### config.mk
export PLATFORM = sky130hd
export DESIGN_NAME = pipe_hazard_ctrl
export DESIGN_NICKNAME = d
export VERILOG_FILES = /design/src/rtl/pipe_hazard_ctrl.sv
export SDC_FILE = /design/constraint.sdc
export NUM_CORES = 1
export LEC_CHECK = 0
export BUFFER_PORTS_ARGS = -buffer_cell sky130_fd_sc_hd__buf_2
export CORE_MARGIN = 4
export CORE_UTILIZATION = 54
export DETAILED_ROUTE_END_ITERATION = 10
export GPL_ROUTABILITY_DRIVEN = 0
export PLACE_DENSITY = 0.9
export SLEW_MARGIN = 40
export SYNTH_ARGS = -nofsm -noshare
export SYNTH_HDL_FRONTEND = slang
export SYNTH_SLANG_ARGS = --single-unit
### constraint.sdc
create_clock -name clk -period 5.8 [get_ports clk]
set_input_delay 0 -clock clk [delete_from_list [all_inputs] [get_ports clk]]
set_output_delay 0 -clock clk [all_outputs]
set_load 0.1 [all_outputs]
### src/rtl/pipe_hazard_ctrl.sv
// Pipeline stall/flush controller: arbitrates per-stage stall and flush requests,
// drives the fetch redirect handshake, and keeps stall/flush counters plus a stall watchdog.
module pipe_hazard_ctrl #(
    parameter int STAGES  = 5,
    parameter int PC_W    = 32,
    parameter int CNT_W   = 32,
    parameter int TIMEOUT = 1024
) (
    input  logic                   clk,
    input  logic                   rst,
    input  logic [STAGES-1:0]      stall_req,
    input  logic [STAGES-1:0]      flush_req,
    input  logic [STAGES*PC_W-1:0] flush_pc,
    output logic [STAGES-1:0]      stall,
    output logic [STAGES-1:0]      flush,
    output logic [STAGES-1:0]      bubble,
    output logic                   pc_stall,
    output logic                   redirect_valid,
    output logic [PC_W-1:0]        redirect_pc,
    input  logic                   redirect_ready,
    input  logic                   cnt_clr,
    output logic [CNT_W-1:0]       stall_cycles,
    output logic [CNT_W-1:0]       flush_events,
    output logic                   stall_timeout
);

    typedef enum logic {
        IDLE,
        REDIRECT
    } state_t;

    localparam int RUN_W = (TIMEOUT > 1) ? $clog2(TIMEOUT + 1) : 1;

    state_t            state_q, state_d;
    logic [PC_W-1:0]   redirect_pc_q, redirect_pc_d;
    logic [CNT_W-1:0]  stall_cycles_q, stall_cycles_d;
    logic [CNT_W-1:0]  flush_events_q, flush_events_d;
    logic [RUN_W-1:0]  run_q, run_d;
    logic              stall_timeout_q, stall_timeout_d;

    logic [STAGES-1:0] stall_mask;
    logic [STAGES-1:0] flush_mask;
    logic [STAGES-1:0] stall_int;
    logic [STAGES-1:0] flush_int;
    logic [STAGES-1:0] bubble_int;
    logic [PC_W-1:0]   sel_pc;
    logic              flush_acc;
    logic              any_stall;
    logic              s_acc;
    logic              f_acc;

    // stall_mask covers stages 0..k, flush_mask covers stages strictly below the oldest flusher;
    // the flush wins only when every stalled stage lies inside the flush window (f > k).
    always_comb begin
        stall_mask = '0;
        flush_mask = '0;
        s_acc      = 1'b0;
        f_acc      = 1'b0;
        for (int i = STAGES - 1; i >= 0; i--) begin
            s_acc         = s_acc | stall_req[i];
            stall_mask[i] = s_acc;
            flush_mask[i] = f_acc;
            f_acc         = f_acc | flush_req[i];
        end

        sel_pc = '0;
        for (int i = 0; i < STAGES; i++) begin
            if (flush_req[i]) begin
                sel_pc = flush_pc[i*PC_W +: PC_W];
            end
        end

        flush_acc = (|flush_req) && ((stall_mask & ~flush_mask) == '0);
        stall_int = flush_acc ? '0 : stall_mask;
        flush_int = flush_acc ? flush_mask : '0;
        if (state_q == REDIRECT) begin
            flush_int[0] = 1'b1;
        end

        bubble_int = '0;
        for (int i = 1; i < STAGES; i++) begin
            bubble_int[i] = stall_int[i-1] & ~stall_int[i] & ~flush_int[i];
        end
        any_stall = |stall_int;
    end

    always_comb begin
        stall          = rst ? '0 : stall_int;
        flush          = rst ? '0 : flush_int;
        bubble         = rst ? '0 : bubble_int;
        pc_stall       = ~rst & (stall_int[0] | flush_acc | (state_q == REDIRECT));
        redirect_valid = ~rst & (state_q == REDIRECT);
        redirect_pc    = rst ? '0 : redirect_pc_q;
        stall_cycles   = rst ? '0 : stall_cycles_q;
        flush_events   = rst ? '0 : flush_events_q;
        stall_timeout  = ~rst & stall_timeout_q;
    end

    // A new accepted flush always reloads the target, even if the pending redirect is taken now.
    always_comb begin
        state_d       = state_q;
        redirect_pc_d = redirect_pc_q;
        if (flush_acc) begin
            state_d       = REDIRECT;
            redirect_pc_d = sel_pc;
        end else if ((state_q == REDIRECT) && redirect_ready) begin
            state_d = IDLE;
        end
    end

    always_comb begin
        stall_cycles_d  = stall_cycles_q;
        flush_events_d  = flush_events_q;
        run_d           = run_q;
        stall_timeout_d = stall_timeout_q;
        if (cnt_clr) begin
            stall_cycles_d  = '0;
            flush_events_d  = '0;
            run_d           = '0;
            stall_timeout_d = 1'b0;
        end else begin
            if (any_stall && (stall_cycles_q != '1)) begin
                stall_cycles_d = stall_cycles_q + CNT_W'(1);
            end
            if (flush_acc && (flush_events_q != '1)) begin
                flush_events_d = flush_events_q + CNT_W'(1);
            end
            // The run counter parks at TIMEOUT so a very long stall cannot wrap it.
            if (any_stall) begin
                if (run_q != RUN_W'(TIMEOUT)) begin
                    run_d = run_q + RUN_W'(1);
                end
                if ((TIMEOUT != 0) && (run_d == RUN_W'(TIMEOUT))) begin
                    stall_timeout_d = 1'b1;
                end
            end else begin
                run_d = '0;
            end
        end
    end

    always_ff @(posedge clk) begin
        if (rst) begin
            state_q         <= IDLE;
            redirect_pc_q   <= '0;
            stall_cycles_q  <= '0;
            flush_events_q  <= '0;
            run_q           <= '0;
            stall_timeout_q <= 1'b0;
        end else begin
            state_q         <= state_d;
            redirect_pc_q   <= redirect_pc_d;
            stall_cycles_q  <= stall_cycles_d;
            flush_events_q  <= flush_events_d;
            run_q           <= run_d;
            stall_timeout_q <= stall_timeout_d;
        end
    end

endmodule

==> results.md, run 1 <==
CTS:
- The CTS clock-pin slew for the worst setup and hold paths is 0.07 ns.
- The later-pin clock latency in the skew report is 0.34 ns.
- The clock passes through at most 2 buffers.
- Buffers inserted during clock tree synthesis total 9.
- The quantity of gates resized following cts is 0.
- Clock tree synthesis found a total of 109 sinks.
- The number of buffers added for setup after CTS is 0.
- The tree is rooted in a sky130_fd_sc_hd__clkbuf_16.
- The hold buffer count at cts is 23.
- The CTS tree is built.
- The H-tree was split into 3 levels.

Floorplanning:
- The floorplan step defined a core boundary enclosing 13200 um2.
- The floorplan step set the die width to 124 um.
- The initial cell density of the core is 55.1%.
- The die area is 15400 um2.
- The number of rows in the core area is 42.
- Pin placement for this block handled 288 I/O pins.
- The vertical die dimension is 124 um.

Pwr:
- The largest vdd supply drop is 0.000177 V.
- The overall power consumption is 1.75 mW.
- The switching fraction of total power is 31.9%.
- For this design the static power due to leakage is 3.63 nW.
- The relative contribution of sequential cells to total power is 44.3%.
- Summed over all nets, the switching power comes to 557 uW.
- The internal power contribution is 1.19 mW.
- The combinational share of power is 22.4%.
- The fraction of power consumed by the clock network is 33.3%.
- The cell area power density is 190 nW/um2.

Setup path:
- The cell repeated most along the worst path is sky130_fd_sc_hd__buf_2.
- On the worst path, the slowest cell contributes a delay of 0.62 ns.
- By startpoint and endpoint, the worst setup path is classified as primary input to output port.
- Data arrives at the worst endpoint at 2.84 ns.
- The buffering stage count on the worst path with inverters included is 4.
- The worst register-to-register path ends at flush_events_q[11]$_SDFFE_PP0P_.
- STA classifies the critical path startpoint as a primary input.
- The endpoint kind of the worst setup timing path is an output port.
- The critical path starts at flush_req[4].
- The cell type group with the largest total delay on the critical path is buffers and inverters.
- Walking the worst path, the cells encountered are buf_2 -> inv_2 -> a211oi_1 -> o21ai_4 -> buf_4 -> a21oi_1 -> buf_2.
- For the worst setup path, the data required time is 5.80 ns.
- In this run the worst path has a maximum fanout of 62.
- The startpoint identified for the worst register-to-register timing path is flush_events_q[0]$_SDFFE_PP0P_.
- The number of cells on the worst reg-to-reg path is 7.
- Setup slack on the worst reg-to-reg path comes out at 3.26 ns.
- Among all stages on the critical path, the largest delay is contributed by sky130_fd_sc_hd__a211oi_1.

Placed design:
- The count of buffers added on input and output ports is 285.
- Summed over all nets, the half-perimeter wirelength after detailed placement is 17500 um.

Detailed routing:
- The final layout contains routed wiring with a total length of 24800 um.
- Dividing the detail-routed via count by the number of cells gives 6.21.
- The average wire per standard cell is 17.9 um.
- Across all layers, the routed design uses 8607 vias.
- The first routing iteration left 887 violations.
- After detailed routing, the number of remaining DRC violations is 0.
- The first detailed-routing pass ran for 6 iterations.
- The count of nets left with antenna violations once routing finished came out at 0.

Timing:
- The slew at the pin closest to its max-slew limit is 0.796 ns.
- Static timing analysis puts the maximum clock frequency at 0.352 GHz.
- The total of endpoints with negative setup slack in the final report is 0.
- Clock skew on the completed layout was measured at 0.00808 ns.
- The max-slew violation total from the final report is 0.
- The time the worst path needs with I/O delays and setup is 2.84 ns.
- Setup repair after global routing left no endpoint under its margin.
- The part of the cycle the worst path needs is 49.0%.
- Summed over all failing endpoints, the final setup total negative slack is 0 ns.
- Measured against its own limit, the worst slew margin works out to 46.9%.
- The final-layout worst hold slack is -0.00164 ns.
- The count of final hold-check violations was 1.

Synth:
- The cell count after synthesis came out at 959.
- The dominant combinational cell family by area after synthesis is simple AND/OR/NAND/NOR gates.
- The synthesized design spends more area on one cell type than any other, namely sky130_fd_sc_hd__dfxtp_1.
- The synthesized netlist devotes 27.2% of its cell area to compound gates.
- Summing the areas of all fa, ha and maj instances in the mapped netlist gives 0.688% of the synthesized area.
- The fraction of synthesized cell area taken by the top area cell type is 30.0%.
- The mux cell area share after synthesis is 1.65%.
- After Yosys synthesis, and, or, nand and nor cells account for 33.6% of the synthesized area.
- In the synthesized netlist the async set-or-reset flop fraction comes to 0%.
- The most common cell in the netlist is sky130_fd_sc_hd__nor2b_1.
- The number of enable-type register cells in the synthesized netlist is 0.
- The cell area that synthesis handed to floorplanning was 7270 um2.
- The commonest cells after synthesis are sky130_fd_sc_hd__nor2b_1 (130), sky130_fd_sc_hd__a21oi_1 (121), sky130_fd_sc_hd__dfxtp_1 (109).
- In the post-synthesis netlist, the biggest area contributors are sky130_fd_sc_hd__dfxtp_1 (30%), sky130_fd_sc_hd__nor2b_1 (11%), sky130_fd_sc_hd__a21oi_1 (8.3%), sky130_fd_sc_hd__o31ai_1 (7.4%), sky130_fd_sc_hd__or4_1 (3.9%).
- The most used flip-flop cell after synthesis is sky130_fd_sc_hd__dfxtp_1.
- The number of different library cells used by synthesis comes to 55.
- The number of storage elements in the synthesis netlist is 109.
- During synthesis, Yosys emitted a total of 0 warnings.
- A synthesized cell averages 7.58 um2.
- The post-synthesis xor/xnor area fraction is 1.32%.
- For this run, the register share of the synthesized area comes to 30.0%.

Hold path:
- The worst min-delay path category is primary input to register.
- The end of the worst hold path is redirect_pc_q[17]$_SDFFE_PP0P_.
- The worst hold path was traced through 3 stages.
- The startpoint of the most critical hold path is flush_pc[145].

Global route:
- The initial antenna violation count is 2.
- The overall overflow remaining after global route is 0.
- The via count of the first global-routing pass is 7773.
- Entering global routing, the biggest net connects 72 pins.
- The total global routing track utilization is 30.4%.
- The global-route wire length before repair is 38100 um.

Cells and area:
- The area added between synthesis and finish is 26.8%.
- The share of layout cells above drive strength 1 is 27.0%.
- The final layout contains 1382 nets.

Job:
- The max-cap check violation count is 0.

Run status:
- The final reports fail on hold timing.
- The run finished, with violations left.
placed cells by master (no fill, tap or decap), types with 31 or more instances in the layout:
cell type                  instances
sky130_fd_sc_hd__dfxtp_1         109
sky130_fd_sc_hd__o31ai_1          72
sky130_fd_sc_hd__nand2_1          74
sky130_fd_sc_hd__nor2b_1         129
sky130_fd_sc_hd__a221oi_1         31
sky130_fd_sc_hd__buf_2           284
sky130_fd_sc_hd__or4_1            38
sky130_fd_sc_hd__a21oi_1         120
sky130_fd_sc_hd__nand3_1          33
sky130_fd_sc_hd__o211ai_1         33
sky130_fd_sc_hd__nor2_1           37
worst max-delay path by stage:
| stage | endpoint | slack (ns) | cells past startpoint |
|---|---|---|---|
| after CTS | pc_stall | 3.08 | 7 |
| final | pc_stall | 2.96 | 7 |
| after detailed placement | flush_events_q[10]$_SDFFE_PP0P_ | 2.84 | 6 |
| after global placement | flush_events_q[22]$_SDFFE_PP0P_ | 2.61 | 6 |
| after global routing | pc_stall | 2.88 | 7 |
| after floorplan | bubble[3] | 1.86 | 7 |
tightest hold or removal path, cell delays in order:
cell                       delay [ns]
sky130_fd_sc_hd__buf_2           0.07
sky130_fd_sc_hd__o211ai_1        0.07
sky130_fd_sc_hd__a21oi_1         0.15
metal layers:
layer | GRT usage, % | wire (um) | vias up | share of wire (%)
li1 | - | - | 4100 | -
met1 | 39.6 | 10000 | 4018 | 41
met2 | 47.9 | 11700 | 423 | 47
met3 | 7.77 | 2250 | 66 | 9.1
met4 | 12.8 | 847 | 0 | 3.4
met5 | 0 | 0 | - | 0
cell type report:
class / count / area (um2)
Clock buffer: 11 / 243
Antenna cell: 2 / 5.00
Timing Repair Buffer: 320 / 1760
Sequential cell: 109 / 2180
Tap cell: 176 / 220
Clock inverter: 5 / 35.0
Multi-Input combinational cell: 753 / 4730
Inverter: 11 / 41.3
Fill cell: 1079 / 3970
flip-flops by register name, indices dropped and copies added (netlist names):
name             flops
flush_events_q      32
redirect_pc_q       32
stall_cycles_q      32
run_q               11
stall_timeout_q      1
state_q              1
metrics by stage:
stage / utilization, % / setup WS, ns / instance area, um2 / instances / hold slack, ns
floorplan: - / 1.86 / 7280 / 960 / 0.174
global placement: 65.7 / 2.61 / 8670 / 1344 / 0.261
detailed placement: 66.0 / 2.84 / 8700 / 1345 / 0.272
CTS: 69.8 / 3.08 / 9210 / 1384 / 0.00317
global route: 69.9 / 2.88 / 9220 / 1387 / 0.0137
finish: 69.9 / 2.96 / 9220 / 1387 / -0.00164
power by group through the flow:
stage | clock network [mW] | registers (mW) | logic (mW)
floorplan | 0 | 0.788 | 0.260
global placement | 0 | 0.791 | 0.365
detailed placement | 0 | 0.792 | 0.372
CTS | 0.588 | 0.774 | 0.386
global route | 0.615 | 0.776 | 0.417
finish | 0.582 | 0.774 | 0.392
cells by family after synthesis:
| group | Yosys count |
|---|---|
| mux | 12 |
| compound gates | 299 |
| flops | 109 |
| simple gates | 425 |
| buf+inv | 98 |
| fa+ha+maj | 4 |
| other cells | 1 |
| xor+xnor | 11 |
Power figures use the tool's default switching activity.
==> run 2, diff against run 1 <==
--- a/config.mk
+++ b/config.mk
@@ -7,10 +7,10 @@
 export LEC_CHECK = 0
 export BUFFER_PORTS_ARGS = -buffer_cell sky130_fd_sc_hd__buf_2
 export CORE_MARGIN = 4
-export CORE_UTILIZATION = 54
+export CORE_UTILIZATION = 45
 export DETAILED_ROUTE_END_ITERATION = 10
 export GPL_ROUTABILITY_DRIVEN = 0
-export PLACE_DENSITY = 0.9
+export PLACE_DENSITY = 0.8
 export SLEW_MARGIN = 40
 export SYNTH_ARGS = -nofsm -noshare
 export SYNTH_HDL_FRONTEND = slang
==> constraint.sdc (replaced) <==
create_clock -name clk -period 2.6 [get_ports clk]
set_input_delay 0 -clock clk [delete_from_list [all_inputs] [get_ports clk]]
set_output_delay 0 -clock clk [all_outputs]
set_load 0.1 [all_outputs]
==> results.md, run 2 (same netlist as run 1, synthesis figures left out) <==
Run status:
- The flow ran to the end, and the final reports show no timing, DRC or antenna violations.

Floorplanning:
- The horizontal extent of the die is 135 um (+8.9%).
- The initial cell density of the core is 45.8% (-9.4 points).
- The vertical die dimension came to 135 um (+8.9%).
- The die area is 18300 um2 (+19%).
- The number of top-level pins is 288 (unchanged).
- The number of rows in the core area is 46 (+9.5%).
- The core region area is 15900 um2 (+20%).

CTS:
- The cell sitting at the root of the clock tree is a sky130_fd_sc_hd__clkbuf_16.
- The later-pin clock latency in the skew report is 0.36 ns (+0.02 ns).
- The number of buffers added for setup after CTS is 0 (unchanged).
- The number of H-tree levels is 3 (unchanged).
- The number of CTS-inserted buffers is 9 (unchanged).
- The total number of clock tree sinks is 109 (unchanged).
- The CTS clock-pin slew for the worst setup and hold paths came to 0.07 ns (about the same).
- TritonCTS built the clock tree.
- The maximum buffer depth of the clock tree is 2 (unchanged).

Global route:
- The maximum number of pins on one net before global-route repair came to 74 (+2.8%).
- The total global routing track utilization came to 26.3% (-4.1 points).
- The initial antenna violation count is 2 (unchanged).
- The global-route wire length before repair is 39500 um (+3.9%).
- The overall overflow remaining after global route is 0 (unchanged).
- The via count of the first global-routing pass is 7790 (+0.22%).

Job:
- The max-cap check violation count was 0 (unchanged).

Timing:
- The accumulated negative setup slack came to 0 ns (unchanged).
- The time the worst path needs with I/O delays and setup is 2.22 ns.
- For this run, the top clock speed supported by timing is 0.451 GHz.
- The worst slew slack as a fraction of its limit came to 56.0% (+9.0 points).
- The part of the cycle the worst path needs is 85.4%.
- Setup repair after global routing left no endpoint under its margin.
- The max-slew violation total from the final report came to 0 (unchanged).
- The total of endpoints with negative setup slack in the final report is 0 (unchanged).
- The count of final hold-check violations is 0 (-1).
- The largest clock skew in the final design is 0.00763 ns (-0.000455 ns).
- The slew at the pin closest to its max-slew limit is 0.655 ns (-0.141 ns).

Setup path:
- The endpoint kind of the worst setup timing path is a register.
- The worst endpoint data arrival time is 2.51 ns (-0.33 ns).
- The top fanout value on the critical path is 16 (-74%).
- STA classifies the critical path startpoint as a register.
- The critical path start-end classification is register to register.
- The critical path data required time is 2.89 ns (-2.91 ns).

Placed design:
- The post-placement cell area was 8930 um2 (+2.6%).
- The post-placement cell count is 1397 (+3.9%).
- The final HPWL from detailed placement is 18000 um (+2.9%).
- The number of buffer cells added on primary ports is 285 (unchanged).

Detailed routing:
- The number of vias per cell is 5.91 (-4.7%).
- The remaining routing DRC violations is 0 (unchanged).
- The wire length reported by the detailed router is 25300 um (+2.1%).
- The average wire per standard cell is 17.5 um (-2.0%).
- The detailed router's first-iteration violation count is 582 (-34%).
- The number of antenna-violating nets in the routed design was 0 (unchanged).
- The number of vias in the routed layout is 8541 (-0.77%).
- The first-pass detailed-route iteration total is 5 (-1).

Pwr:
- The total leakage power was 3.73 nW (+2.9%).
- The cell area power density is 418 nW/um2 (+120%).
- The largest vdd supply drop was 0.000374 V (+110%).

Cells and area:
- The final standard cell count with taps included and fillers excluded was 1444 (+4.1%).
- The library cells used most frequently in the layout, excluding fill and tap cells, are sky130_fd_sc_hd__buf_2 (280), sky130_fd_sc_hd__nor2b_1 (129), sky130_fd_sc_hd__a21oi_1 (119).
- The core occupancy in the finished layout is 59.9% (-10 points).
- The sequential cell area in the final layout is 2180 um2 (unchanged).
- The share of layout cells above drive strength 1 is 27.8% (+0.83 points).
- The area added between synthesis and finish is 30.7%.
- In the final layout, the registers with the most flip-flops are flush_events_q: 32 flops, redirect_pc_q: 32 flops, stall_cycles_q: 32 flops.
- The filler cell count in the final layout is 1435 (+33%).
- Leaving out fill and tap cells, the most frequent cell in the layout is sky130_fd_sc_hd__buf_2.
- The number of nets in the final layout came to 1400 (+1.3%).
- The total area of multi-input combinational cells is 4760 um2 (+0.53%).
- The final instance area is 9510 um2 (+3.1%).

Hold path:
- The worst min-delay path category is primary input to register.
-- run 2: cell types whose count changed in the layout (fill, tap and decap cells not counted), sizes merged --
cell,before,now
inv,12,11
diode,2,1
dlygate4sd3,23,30
buf,296,308
-- run 2: worst max-delay path, cell delays in order (launching register included) --
cell and delay (ns):
sky130_fd_sc_hd__dfxtp_1 0.46, sky130_fd_sc_hd__nand4_1 0.15, sky130_fd_sc_hd__or3_1 0.49, sky130_fd_sc_hd__a211o_4 0.42, sky130_fd_sc_hd__or4_1 0.48, sky130_fd_sc_hd__a21oi_1 0.14
-- run 2: power breakdown --
part	internal (mW)	leakage (nW)	switching (mW)	total, mW
clock network	0.699	0.138	0.634	1.33
logic	0.299	2.71	0.610	0.909
registers	1.71	0.883	0.0234	1.73
total	2.70	3.73	1.27	3.97
-- run 2: stage by stage --
step | hold slack, ns | power (mW) | setup WS (ns)
6_report | 0.0134 | 3.97 | 0.381
5_1_grt | 0.0132 | 4.14 | 0.237
3_5_place_dp | 0.270 | 2.63 | 0.415
3_3_place_gp | 0.265 | 2.62 | 0.526
2_1_floorplan | 0.174 | 2.34 | -0.188
4_1_cts | 0.00475 | 3.99 | 0.401
-- run 2: final cells by class --
| class | instances | share of cell area (%) |
|---|---|---|
| antenna | 1 | 0.0263 |
| clock buffer | 12 | 2.70 |
| clock inverter | 4 | 0.237 |
| inverter | 11 | 0.434 |
| multi-input combinational | 753 | 50.1 |
| sequential | 109 | 22.9 |
| tap | 216 | 2.84 |
| timing repair buffer | 338 | 20.8 |
-- run 2: repair_timing --
action                                 in CTS  in global routing
endpoints found under the hold margin      30                  0
gates resized for setup                     0                  0
hold buffers                               30                  0
-- run 2: worst paths after layout --
kind | from | end | slack (ns) | cells past startpoint
min reg2reg | redirect_pc_q[13]$_SDFFE_PP0P_ | redirect_pc_q[13]$_SDFFE_PP0P_ | 0.45 | 2
min | flush_pc[157] | redirect_pc_q[29]$_SDFFE_PP0P_ | 0.01 | 3
max reg2reg | flush_events_q[15]$_SDFFE_PP0P_ | flush_events_q[26]$_SDFFE_PP0P_ | 0.38 | 5
max | flush_events_q[15]$_SDFFE_PP0P_ | flush_events_q[26]$_SDFFE_PP0P_ | 0.38 | 5
-- run 2: metal layers --
| metal | global-route usage [%] | routed length [um] |
|---|---|---|
| met5 | 0 | 19 |
| met2 | 42.1 | 11800 |
| met3 | 6.50 | 2310 |
| met4 | 7.73 | 528 |
| met1 | 35.2 | 10600 |
==> run 3, diff against run 2 <==
--- a/config.mk
+++ b/config.mk
@@ -5,9 +5,10 @@
 export SDC_FILE = /design/constraint.sdc
 export NUM_CORES = 1
 export LEC_CHECK = 0
+export ABC_AREA = 1
 export BUFFER_PORTS_ARGS = -buffer_cell sky130_fd_sc_hd__buf_2
 export CORE_MARGIN = 4
-export CORE_UTILIZATION = 45
+export CORE_UTILIZATION = 46
 export DETAILED_ROUTE_END_ITERATION = 10
 export GPL_ROUTABILITY_DRIVEN = 0
 export PLACE_DENSITY = 0.8
==> results.md, run 3 <==
Synth:
- Counting instances in the post-synthesis netlist gives the leading cell types as sky130_fd_sc_hd__nand2_1 (371), sky130_fd_sc_hd__nor2_1 (245), sky130_fd_sc_hd__inv_1 (134).
- For this run, the leading register cell type out of synthesis is sky130_fd_sc_hd__dfxtp_1.
- The fraction of synthesized cell area taken by the top area cell type is 27.7% (-2.3 points).
- The number of storage elements in the synthesis netlist is 109 (unchanged).
- The fraction of registers with async set or reset after synthesis is 0% (unchanged).
- The area fraction in compound gates after synthesis is 19.0% (-8.3 points).
- The arithmetic-cell share of the synthesized area counting full adders, half adders and majority gates is 0.635% (-0.054 points).
- The dominant combinational cell family by area after synthesis is simple AND/OR/NAND/NOR gates.
- The mux cell area share after synthesis was 0% (-1.7 points).
- The simple-gate share of the synthesized area is 38.2% (+4.6 points).
- The fraction of the yosys area taken by sequential cells is 27.7% (-2.3 points).
- The number of enable-type register cells in the synthesized netlist came to 0 (unchanged).
- The number of instances in the synthesized netlist is 1352 (+41%).
- The most common cell in the netlist is sky130_fd_sc_hd__nand2_1.
- The cell taking the most area after synthesis is sky130_fd_sc_hd__dfxtp_1.
- The post-synthesis xor/xnor area fraction was 3.22% (+1.9 points).
- The summed instance area of the synthesized netlist was 7890 um2 (+8.4%).
- After synthesis, the cell types taking the most area are sky130_fd_sc_hd__dfxtp_1 (28%), sky130_fd_sc_hd__nand2_1 (18%), sky130_fd_sc_hd__nor2_1 (12%), sky130_fd_sc_hd__a21oi_1 (8.1%), sky130_fd_sc_hd__inv_1 (6.4%).
- The Yosys warning count is 0 (unchanged).
- The per-instance average area after synthesis is 5.83 um2 (-23%).
- The number of distinct library cell variants in the gate-level netlist after synthesis is 36 (-35%).

CTS:
- The hold buffer count at cts came to 39 (+30%).
- The number of buffers added for setup after CTS is 0 (unchanged).
- The root buffer cell is sky130_fd_sc_hd__clkbuf_16.
- The CTS clock-pin slew for the worst setup and hold paths is 0.07 ns (about the same).
- The number of CTS-inserted buffers was 9 (unchanged).
- The maximum buffer depth of the clock tree is 2 (unchanged).
- The number of H-tree levels was 3 (unchanged).
- The quantity of gates resized following cts is 0 (unchanged).
- The total number of clock tree sinks is 109 (unchanged).
- The CTS tree is built.
- The later-pin clock latency in the skew report is 0.35 ns (about the same).

Global route:
- The maximum number of pins on one net before global-route repair is 101 (+36%).
- The global-route wire length before repair was 46400 um (+17%).
- The via count of the first global-routing pass came to 9437 (+21%).
- The overall overflow remaining after global route came to 0 (unchanged).
- The initial antenna violation count came to 3 (+1).
- The total global routing track utilization is 29.0% (+2.7 points).

Job:
- The max-cap check violation count is 0 (unchanged).

Detailed routing:
- The number of antenna-violating nets in the routed design is 0 (unchanged).
- The length of routed met3 wiring is 2480 um (+7.5%).
- The number of vias per cell is 5.35 (-9.5%).
- The uppermost signal routing layer after detailed routing is met5.
- The detailed router's first-iteration violation count is 861 (+48%).
- The wire length reported by the detailed router is 29300 um (+16%).
- The routed metal-1 wire length came to 11100 um (+4.3%).
- The average wire per standard cell is 15.7 um (-10%).
- The number of vias in the routed layout came to 9965 (+17%).
- The total met2 wirelength after detailed routing is 14400 um (+22%).
- The remaining routing DRC violations is 0 (unchanged).
- The first-pass detailed-route iteration total is 5 (unchanged).

Timing:
- The part of the cycle the worst path needs is 86.8% (+1.5 points).
- The total of endpoints with negative setup slack in the final report was 0 (unchanged).
- The final-layout worst hold slack was 0.0122 ns (-0.00118 ns).
- The accumulated negative setup slack is 0 ns (unchanged).
- The fmax was 0.443 GHz (-1.7%).
- The count of final hold-check violations came to 0 (unchanged).
- The worst slew slack as a fraction of its limit is 52.1% (-3.9 points).
- The time the worst path needs with I/O delays and setup was 2.26 ns (+0.0379 ns).
- The max-slew violation total from the final report is 0 (unchanged).
- Setup repair after global routing left no endpoint under its margin.
- The largest clock skew in the final design came to 0.00695 ns (-0.000683 ns).
- The slew at the pin closest to its max-slew limit is 0.719 ns (+0.0636 ns).

Pwr:
- The combinational share of power is 23.7% (+0.8 points).
- The internal power contribution is 2.64 mW (-2.4%).
- The switching power of the nets is 1.26 mW (-0.57%).
- The fraction of power consumed by the clock network is 32.2% (-1.4 points).
- The largest vdd supply drop is 0.000331 V (-12%).
- The switching fraction of total power is 32.3% (+0.40 points).
- The total leakage power is 4.33 nW (+16%).
- The relative contribution of sequential cells to total power is 44.1% (+0.6 points).
- The cell area power density is 385 nW/um2 (-7.9%).

Cells and area:
- The most frequent standard cell in the layout excluding fill and tap cells is sky130_fd_sc_hd__nand2_1.
- The largest registers in the layout are flush_events_q: 32 flops, redirect_pc_q: 32 flops, stall_cycles_q: 32 flops.
- The area added between synthesis and finish is 28.5%.
- The share of layout cells above drive strength 1 is 21.2% (-6.6 points).
- The final standard cell count with taps included and fillers excluded came to 1862 (+29%).
- The filler cell count in the final layout is 1690 (+18%).
- The number of nets in the final layout came to 1815 (+30%).
- The library cells used most frequently in the layout, excluding fill and tap cells, are sky130_fd_sc_hd__nand2_1 (371), sky130_fd_sc_hd__buf_2 (276), sky130_fd_sc_hd__nor2_1 (243).
- The core occupancy in the finished layout was 60.7% (+0.84 points).

Setup path:
- The endpoint kind of the worst setup timing path is a register.
- The critical path data required time came to 2.80 ns (-0.09 ns).
- The cell repeated most along the worst path is sky130_fd_sc_hd__nand2_1.
- The worst endpoint data arrival time was 2.46 ns (-0.05 ns).
- In this design, the largest share of critical-path delay is due to simple AND/OR/NAND/NOR gates.
- The kind of start point of the critical path is a register.
- The highest cell delay on the worst timing path is 0.42 ns (-0.07 ns).
- The master of the slowest instance on the critical path is sky130_fd_sc_hd__dfxtp_1.
- The critical path goes through ha_1 -> nand2_1 -> nor2_4 -> nand2_2 -> nor2_4 -> nand2_1 -> nand3_4 -> inv_4 -> nand2_1 -> a21oi_1.
- The buffering stage count on the worst path with inverters included is 1 (+1).
- The critical path start-end classification is register to register.
- The top fanout value on the critical path was 32 (+16).

Hold path:
- The worst min-delay path category is primary input to register.

Placed design:
- The final HPWL from detailed placement was 21800 um (+21%).
- The post-placement cell count was 1807 (+29%).
- The number of buffer cells added on primary ports is 285 (unchanged).

Floorplanning:
- The die area is 19300 um2 (+5.7%).
- The number of rows in the core area came to 47 (+2.2%).
- The horizontal extent of the die is 139 um (+2.8%).
- The initial cell density of the core came to 47.2% (+1.4 points).
- The vertical die dimension came to 139 um (+2.8%).
- The core region area is 16700 um2 (+5.1%).
- The number of top-level pins is 288 (unchanged).

Run status:
- The flow ran to the end, and the final reports show no timing, DRC or antenna violations.
==> run 3: path summary, 6_finish.rpt <==
kind                             startpoint                        endpoint  slack (ns)  cells after the start
max          flush_events_q[0]$_SDFFE_PP0P_  flush_events_q[6]$_SDFFE_PP0P_        0.34                     10
min                           flush_pc[131]   redirect_pc_q[3]$_SDFFE_PP0P_        0.01                      4
max reg2reg  flush_events_q[0]$_SDFFE_PP0P_  flush_events_q[6]$_SDFFE_PP0P_        0.34                     10
min reg2reg    stall_timeout_q$_SDFFE_PP0P_    stall_timeout_q$_SDFFE_PP0P_        0.46                      2
==> run 3: power by group through the flow <==
stage	Combinational [mW]	Sequential (mW)	Clock (mW)
final	0.925	1.72	1.26
after global routing	0.980	1.72	1.35
after CTS	0.910	1.72	1.28
after global placement	0.850	1.76	0
after floorplan	0.581	1.75	0
after detailed placement	0.855	1.76	0
==> run 3: logic make-up after synthesis <==
kind of cell,Yosys count
compound gates,270
xor+xnor,29
fa+ha+maj,4
buf+inv,206
flops,109
other cells,1
simple gates,733
==> run 3: layer usage <==
metal / vias to the layer above / track usage (%)
met5: - / 0
met2: 489 / 51.2
met3: 97 / 6.14
met4: 2 / 14.2
li1: 4870 / -
met1: 4507 / 33.1
==> run 3: cell type report <==
type	instances	area (um2)	area share, %
Inverter	139	524	5.17
Antenna cell	2	5.00	0.0494
Clock inverter	2	12.5	0.123
Tap cell	220	275	2.72
Sequential cell	109	2180	21.5
Timing Repair Buffer	340	2060	20.4
Clock buffer	12	236	2.33
Multi-Input combinational cell	1038	4840	47.7
==> run 3: worst reg2reg max path, stage by stage, from the launching register on <==
cell and delay (ns):
sky130_fd_sc_hd__dfxtp_1 0.42, sky130_fd_sc_hd__ha_1 0.30, sky130_fd_sc_hd__nand2_1 0.14, sky130_fd_sc_hd__nor2_4 0.17
sky130_fd_sc_hd__nand2_2 0.13, sky130_fd_sc_hd__nor2_4 0.14, sky130_fd_sc_hd__nand2_1 0.09, sky130_fd_sc_hd__nand3_4 0.29
sky130_fd_sc_hd__inv_4 0.24, sky130_fd_sc_hd__nand2_1 0.13, sky130_fd_sc_hd__a21oi_1 0.07
==> run 3: through the flow <==
| step | instance area [um2] | power, mW | setup slack [ns] |
|---|---|---|---|
| 2_1_floorplan | 7910 | 2.34 | 0.0547 |
| 3_3_place_gp | 9490 | 2.61 | 0.500 |
| 3_5_place_dp | 9490 | 2.61 | 0.392 |
| 4_1_cts | 10100 | 3.91 | 0.375 |
| 5_1_grt | 10100 | 4.05 | 0.129 |
| 6_report | 10100 | 3.90 | 0.343 |
